==> config.mk <==
export PLATFORM = sky130hd
export DESIGN_NAME = mult_div_unit
export DESIGN_NICKNAME = d
export VERILOG_FILES = /design/src/rtl/mult_div_unit.sv
export SDC_FILE = /design/constraint.sdc
export NUM_CORES = 1
export LEC_CHECK = 0
export CORE_MARGIN = 5
export CORE_UTILIZATION = 60
export CTS_CLUSTER_SIZE = 25
export DETAILED_ROUTE_END_ITERATION = 12
export PLACE_DENSITY = 0.8
export SLEW_MARGIN = 20
export SYNTH_ARGS = -nofsm -noshare
export SYNTH_HDL_FRONTEND = slang
export SYNTH_SLANG_ARGS = --single-unit
==> constraint.sdc <==
create_clock -name Clk -period 4.6 [get_ports Clk]
set_input_delay 0.46 -clock Clk [delete_from_list [all_inputs] [get_ports Clk]]
set_output_delay 0.46 -clock Clk [all_outputs]
set_load 0.02 [all_outputs]
==> src/rtl/mult_div_unit.sv <==
// mult_div_unit
//   Iterative multiply/divide unit holding the HI/LO register pair. It produces
//   one product or quotient bit per cycle. HI/LO are written in a single edge
//   when the operation retires, so their old values stay readable while Busy is
//   high.
//
//   Handshake: Start is a one-cycle request and is sampled only while Busy=0.
//   A MULT*/DIV* request raises Busy for WIDTH+1 cycles. MTHI/MTLO write
//   HI/LO on the accepting edge and never raise Busy. Any request seen while
//   Busy=1 is dropped.
//
//   Ports
//     Clk       in   1      rising-edge clock
//     Rst_n     in   1      asynchronous active-low reset
//     Start     in   1      one-cycle request
//     MdOp      in   3      000 MULT, 001 MULTU, 010 DIV, 011 DIVU, 100 MTHI, 101 MTLO
//     A         in   WIDTH  multiplicand / dividend / MTHI-MTLO data
//     B         in   WIDTH  multiplier / divisor
//     Busy      out  1      MULT/DIV in flight
//     High      out  WIDTH  HI register
//     Low       out  WIDTH  LO register
//     DbgState  out  2      current FSM state (debug observation)
module mult_div_unit #(
    parameter int WIDTH = 32
) (
    input  logic             Clk,
    input  logic             Rst_n,
    input  logic             Start,
    input  logic [2:0]       MdOp,
    input  logic [WIDTH-1:0] A,
    input  logic [WIDTH-1:0] B,
    output logic             Busy,
    output logic [WIDTH-1:0] High,
    output logic [WIDTH-1:0] Low,
    output logic [1:0]       DbgState
);

    localparam int CW = $clog2(WIDTH);

    localparam logic [2:0] OP_MULT  = 3'b000;
    localparam logic [2:0] OP_MULTU = 3'b001;
    localparam logic [2:0] OP_DIV   = 3'b010;
    localparam logic [2:0] OP_DIVU  = 3'b011;
    localparam logic [2:0] OP_MTHI  = 3'b100;
    localparam logic [2:0] OP_MTLO  = 3'b101;

    typedef enum logic [1:0] {
        S_IDLE = 2'd0,
        S_MUL  = 2'd1,
        S_DIV  = 2'd2,
        S_FIX  = 2'd3
    } state_t;

    state_t               state_q, state_d;
    logic [CW-1:0]        cnt_q, cnt_d;
    // Multiplicand (MUL) or divisor (DIV), magnitude only.
    logic [WIDTH-1:0]     opnd_q, opnd_d;
    // MUL: {partial sum, remaining multiplier bits}.
    // DIV: {partial remainder, dividend bits / quotient bits}.
    logic [2*WIDTH-1:0]   prod_q, prod_d;
    logic                 is_div_q, is_div_d;
    // neg_lo: negate product (MUL) or quotient (DIV); neg_hi: negate remainder.
    logic                 neg_lo_q, neg_lo_d;
    logic                 neg_hi_q, neg_hi_d;
    logic                 bzero_q, bzero_d;
    logic [WIDTH-1:0]     hi_q, hi_d;
    logic [WIDTH-1:0]     lo_q, lo_d;

    // Combinational helpers for the iteration and sign handling.
    logic                 op_signed;
    logic [WIDTH-1:0]     abs_a, abs_b;
    logic [WIDTH:0]       mul_sum;
    logic [WIDTH:0]       div_shift;
    logic [WIDTH:0]       div_diff;
    logic                 div_fits;
    logic [2*WIDTH-1:0]   prod_neg;
    logic [WIDTH-1:0]     quo_fix, rem_fix;

    always_comb begin
        op_signed = ~MdOp[0];
        abs_a     = (op_signed && A[WIDTH-1]) ? (~A + 1'b1) : A;
        abs_b     = (op_signed && B[WIDTH-1]) ? (~B + 1'b1) : B;

        // Shift-add: add the multiplicand when the current multiplier bit is 1.
        mul_sum   = {1'b0, prod_q[2*WIDTH-1:WIDTH]} +
                    (prod_q[0] ? {1'b0, opnd_q} : {(WIDTH+1){1'b0}});

        // Restoring divide: bring down the next dividend bit and trial-subtract.
        // The partial remainder is always below the divisor, so WIDTH+1 bits hold it.
        div_shift = {prod_q[2*WIDTH-1:WIDTH], prod_q[WIDTH-1]};
        div_diff  = div_shift - {1'b0, opnd_q};
        div_fits  = (div_shift >= {1'b0, opnd_q});

        prod_neg  = ~prod_q + 1'b1;
        quo_fix   = neg_lo_q ? (~prod_q[WIDTH-1:0] + 1'b1) : prod_q[WIDTH-1:0];
        rem_fix   = neg_hi_q ? (~prod_q[2*WIDTH-1:WIDTH] + 1'b1)
                             : prod_q[2*WIDTH-1:WIDTH];
    end

    always_comb begin
        state_d  = state_q;
        cnt_d    = cnt_q;
        opnd_d   = opnd_q;
        prod_d   = prod_q;
        is_div_d = is_div_q;
        neg_lo_d = neg_lo_q;
        neg_hi_d = neg_hi_q;
        bzero_d  = bzero_q;
        hi_d     = hi_q;
        lo_d     = lo_q;

        unique case (state_q)
            S_IDLE: begin
                if (Start) begin
                    unique case (MdOp)
                        OP_MTHI: hi_d = A;
                        OP_MTLO: lo_d = A;
                        OP_MULT, OP_MULTU: begin
                            state_d  = S_MUL;
                            cnt_d    = '0;
                            opnd_d   = abs_a;
                            prod_d   = {{WIDTH{1'b0}}, abs_b};
                            is_div_d = 1'b0;
                            neg_lo_d = op_signed & (A[WIDTH-1] ^ B[WIDTH-1]);
                            neg_hi_d = 1'b0;
                            bzero_d  = 1'b0;
                        end
                        OP_DIV, OP_DIVU: begin
                            state_d  = S_DIV;
                            cnt_d    = '0;
                            opnd_d   = abs_b;
                            prod_d   = {{WIDTH{1'b0}}, abs_a};
                            is_div_d = 1'b1;
                            neg_lo_d = op_signed & (A[WIDTH-1] ^ B[WIDTH-1]);
                            // Remainder follows the dividend's sign.
                            neg_hi_d = op_signed & A[WIDTH-1];
                            bzero_d  = (B == '0);
                        end
                        default: ;
                    endcase
                end
            end
            S_MUL: begin
                prod_d = {mul_sum, prod_q[WIDTH-1:1]};
                if (cnt_q == CW'(WIDTH-1)) begin
                    state_d = S_FIX;
                    cnt_d   = '0;
                end else begin
                    cnt_d = cnt_q + 1'b1;
                end
            end
            S_DIV: begin
                prod_d = {(div_fits ? div_diff[WIDTH-1:0] : div_shift[WIDTH-1:0]),
                          prod_q[WIDTH-2:0], div_fits};
                if (cnt_q == CW'(WIDTH-1)) begin
                    state_d = S_FIX;
                    cnt_d   = '0;
                end else begin
                    cnt_d = cnt_q + 1'b1;
                end
            end
            S_FIX: begin
                state_d = S_IDLE;
                if (!is_div_q) begin
                    {hi_d, lo_d} = neg_lo_q ? prod_neg : prod_q;
                end else begin
                    // With a zero divisor the remainder path has shifted |A| in
                    // unchanged; restoring its sign gives back A itself.
                    hi_d = rem_fix;
                    lo_d = bzero_q ? {WIDTH{1'b1}} : quo_fix;
                end
            end
            default: state_d = S_IDLE;
        endcase
    end

    always_ff @(posedge Clk or negedge Rst_n) begin
        if (!Rst_n) begin
            state_q  <= S_IDLE;
            cnt_q    <= '0;
            opnd_q   <= '0;
            prod_q   <= '0;
            is_div_q <= 1'b0;
            neg_lo_q <= 1'b0;
            neg_hi_q <= 1'b0;
            bzero_q  <= 1'b0;
            hi_q     <= '0;
            lo_q     <= '0;
        end else begin
            state_q  <= state_d;
            cnt_q    <= cnt_d;
            opnd_q   <= opnd_d;
            prod_q   <= prod_d;
            is_div_q <= is_div_d;
            neg_lo_q <= neg_lo_d;
            neg_hi_q <= neg_hi_d;
            bzero_q  <= bzero_d;
            hi_q     <= hi_d;
            lo_q     <= lo_d;
        end
    end

    assign Busy     = (state_q != S_IDLE);
    assign High     = hi_q;
    assign Low      = lo_q;
    assign DbgState = state_q;

endmodule

# Word level (Yosys, flattened, before mapping)
# Index checks and enable logic that the tools add are counted.
# word_totals
register_bits	171
inputBits	70
output_inout_bits	67
word_cells	95
# op_classes
n_addsub	8
order_cmp	1
n_eq_ne	15
mux	31
n_bitwise	9
n_reduce_logical	21
# ops
cell	count
2-to-1 mux 32 bit	13
one-hot mux 32 bit (2 select lines)	3
one-hot mux 64 bit (3 select lines)	1
adder 32 x 1 -> 32 bit, second input constant	4
2-to-1 mux 64 bit	2
NOT 32 bit	4
one-hot mux 64 bit (2 select lines)	1
adder 64 x 1 -> 64 bit, second input constant	1
NOT 64 bit	1
adder 32 x 32 -> 33 bit	1
greater-or-equal comparator 33 x 32 -> 1 bit	1
logical NOT 32 bit	1
subtractor 32 bit	1
AND reduction 3 bit	7
2-to-1 mux 5 bit	3
one-hot mux 5 bit (2 select lines)	1
nonzero test 2 bit	4
== test 3 x 2 -> 1 bit, second input constant	2
== test 3 bit, second input constant	2
inequality test 2 x 1 -> 1 bit, second input constant	3
one-hot mux 1 bit (2 select lines)	3
one-hot mux 2 bit (3 select lines)	1
OR reduction 2 bit	3
adder 5 x 1 -> 5 bit, second input constant	1
16 further kinds	21

# Longest topological paths before layout
# depth
word_depth	6
ltp_mapped	14

# Worst setup path after synthesis
# No wires, ideal clock.
# synth_path
kind	register to register
from	reg prod_q[41]
to	reg prod_q[44]
setup_ns	0.127
t_arrival_ns	3.103
setup_slack_ns	1.370
path_stages_with_launch	13
path_buffers	2
synth_period_minus_slack_ns	3.230
cell_sequence	dfrtp_1 -> ha_1 -> clkbuf_1 -> a21oi_1 -> o21ai_0 -> a2111oi_0 -> o31a_1 -> nor2_1 -> a31oi_2 -> buf_4 -> mux2_2 -> a221oi_1 -> nor2_1
# synth_via
elab_chain_cells	3
elab_cells_between_ends	5
classes_between	2 x add/sub; 1 x order compare; 2 x mux
# synth_lines
element	line	text
start: declaration	60	logic [2*WIDTH-1:0] prod_q, prod_d;
start signal: assignment	193	prod_q <= prod_d;
subtractor 32 bit / greater-or-equal comparator 33 x 32 -> 1 bit (equally long branches)	91, 92	
2-to-1 mux 32 bit	153	prod_d = {(div_fits ? div_diff[WIDTH-1:0] : div_shift[WIDTH-1:0]),
one-hot mux 64 bit (3 select lines) (*)	112	unique case (state_q)
# Mark *: on every way between the ends. The rest lies on a longest branch, timed or not.
# A chain may end at the register's enable or synchronous reset.

# Worst setup path after layout
# layout_path
from	reg prod_q[43]
to	reg prod_q[44]
# The elaborated chain is that of the path after synthesis.

==> run metrics <==
all-layer global routing usage 39.5%; Worst Reg-to-Reg Cells 11; Seq/Total Area, Yosys 28.0%; layout cells sized above 1 5.89%; Die Height 170 um; nets@finish 2,173; Netlist Area Pre-Place 15,300 um2; post-layout min period 3.73 ns; Post-synth top flop dfrtp_1; post-placement cell count 2,335; worst vdd ir 1660 uV; initial antenna violation count 0; CTS Buf Count 17; Worst R2R End prod_q[44]; # hold bufs at CTS 0; f_max 268 MHz; final worst slack 0.870 ns; crit path capture prod_q[44]; total power 15.0 mW; vias 16,500; pre-CTS WS 0.823 ns; Fin. Hold Viols 0; row count 58; Worst Path Max Fanout 16; Final Non-Filler Cells 2,368; final instance area 17,500 um2; area of the multi-input gates 10,200 um2; area of the die 28,800 um2; Area after DPL 16,900 um2; Worst slew margin 24.9%; hold_ws 0.0475 ns; Critical Path End Type flip-flop; CTS tree yes; Fin Setup TNS 0 ns; RSZ-0062 raised after global routing no; H-tree level count 4; EDFF count, synth 0; Avg WL per Cell 24.6 um; critical path arrival 4.06 ns; PostCTS Resize Cnt 0; critical path data required time 4.93 ns; Initial DRC Count 2,661; fin util 69.7%; grt total ovfl 0; Max Clock Skew 0.0236 ns; class of the worst hold path primary input to async pin; Top Ports 137; Initial Util 60.9%; DRT Pass-1 Iters 6; pin count of the biggest net entering global routing 89; PwrDens 855 nW/um2; synth cell count leaders nand2_1 (215), nor2_1 (193), o21ai_0 (176); Residual DRC 0; Worst-Margin Slew 1.13 ns; CTS clk-pin slew, worst paths 0.08 ns; Synth Net Count 2,112; CTS Root Cell clkbuf_16; fillcell total 2,089; Yosys top cell area share 28.0%; Cells after Synth 1,964; vias in the first global route 15,500; total leakage power 7.32 nW; final WL 58,100 um; Longest Clk Path Bufs 2; IO Port Bufs 136; r2r startpoint prod_q[43]; Final Cycle Share 81.1%; number of max-cap violations 0; first-pass GRT wire length 89,000 um; Yosys cell types 86; Synth Area per Inst 7.79 um2; DP Wirelength 44,200 um; most frequent cell after synthesis nand2_1; ANT cells 0; Post-synth ARST share 100%; yosys warns 0; element type at the critical path start flip-flop; cell accounting for the most synthesized area dfrtp_1; register area 4280 um2; Setup CP Type flip-flop to flip-flop; number of synthesized register bits 171; # clock sinks 171; Final GP Congestion 1.08; via density per instance 6.96; Synth area leaders dfrtp_1 (28%), ha_1 (6.2%), xnor2_1 (6.1%); chip width 170 um; worst-skew pair later-pin latency 0.46 ns; status complete, no violations; Syn-to-layout area delta 14.4%; r2r setup slk 0.87 ns; post-CTS setup buffer count 0; endpoints failing setup 0; Worst Setup SP prod_q[43]; core area 25,100 um2; Routed Antenna Nets 0; fin. max-slew vios 0
-- power by group --
part           switching [mW]  leakage [nW]  internal, mW
combinational            6.26          4.90          3.95
sequential               1.01          2.12          2.22
clock                   0.762         0.296         0.752
total                    8.03          7.32          6.93
-- logic make-up (layout without fill, tap and decap cells) --
logic type                 after synthesis  in the layout  synth area share [%]
AOI/OAI and AO/OA                      676            676                  29.0
xor gates and xnor gates               173            173                  9.91
adders and majority gates               78             78                  6.48
buffers and inverters                  209            283                  5.26
DFF                                    171            171                  28.0
muxes                                   36             36                  2.48
and+or+nand+nor                        621            621                  18.9
-- registers in the layout, indices dropped and copies added (netlist names), 2 cells and up --
| name | cells |
|---|---|
| cnt_q | 5 |
| DbgState | 2 |
| Low | 32 |
| opnd_q | 32 |
| High | 32 |
| prod_q | 64 |
-- critical path, stage by stage, from the launching register on --
cell and delay [ns]:
dfrtp_1 0.50, ha_1 0.42, a21oi_1 0.29, o21ai_0 0.19, a2111oi_0 0.42, o31a_1 0.35
nor2_1 0.15, a31oi_4 0.21, buf_4 0.28, mux2_2 0.37, a221oi_1 0.32, nor2_1 0.09
-- how the worst min path moves through the flow --
stage,start,to,slack [ns]
after floorplan,Rst_n,DbgState[0],0.16
after global placement,High[27],High[27],0.46
after detailed placement,High[27],High[27],0.47
after CTS,Rst_n,Low[18],0.09
after global routing,Rst_n,Low[18],0.12
final,Rst_n,Low[18],0.05
-- cell type report --
cell class                 count  area share (%)
clock buffer                  18            2.51
clock inverter                14           0.930
inverter                      82            1.76
multi-input combinational   1584            58.6
sequential                   171            24.5
tap                          330            2.36
timing repair buffer         169            9.42
-- metal layers --
metal | GRT usage [%] | wire length [um] | share of wire, %
met1 | 54.7 | 22500 | 39
met5 | 0 | 0 | 0
met2 | 57.4 | 24300 | 42
met4 | 18.9 | 3160 | 5.4
met3 | 10.6 | 8220 | 14
-- layout by cell type (no fill, tap or decap), types with 9 or more instances in the layout --
| cell type | synthesis | routed |
|---|---|---|
| inv_1 | 82 | 82 |
| buf_4 | 2 | 30 |
| nand3_1 | 27 | 27 |
| nor3_1 | 55 | 55 |
| a21o_1 | 32 | 32 |
| a221oi_1 | 29 | 29 |
| dfrtp_1 | 171 | 171 |
| nor2_1 | 193 | 190 |
| clkdlybuf4s50_1 | 0 | 135 |
| a22o_1 | 13 | 13 |
| a31oi_1 | 15 | 15 |
| mux2i_1 | 21 | 21 |
| o21ai_0 | 176 | 176 |
| clkbuf_16 | 0 | 17 |
| nand4_1 | 15 | 15 |
| a221o_1 | 11 | 11 |
| nor2b_1 | 14 | 13 |
| xnor2_1 | 106 | 106 |
| a22oi_1 | 26 | 26 |
| o211ai_1 | 11 | 11 |
| o41ai_1 | 14 | 14 |
| a211oi_1 | 33 | 33 |
| a21oi_1 | 145 | 145 |
| xor2_1 | 67 | 67 |
| ha_1 | 76 | 73 |
| o21a_1 | 9 | 9 |
| mux2_2 | 15 | 15 |
| o22ai_1 | 38 | 37 |
| o221ai_1 | 23 | 23 |
| and2_1 | 9 | 9 |
| nand2b_1 | 15 | 15 |
| o21bai_1 | 10 | 10 |
| nand2_1 | 215 | 215 |
| o31ai_1 | 38 | 38 |
| nor4_1 | 14 | 14 |
| or4_1 | 13 | 13 |
No activity file was read; power rests on OpenSTA's default activity.
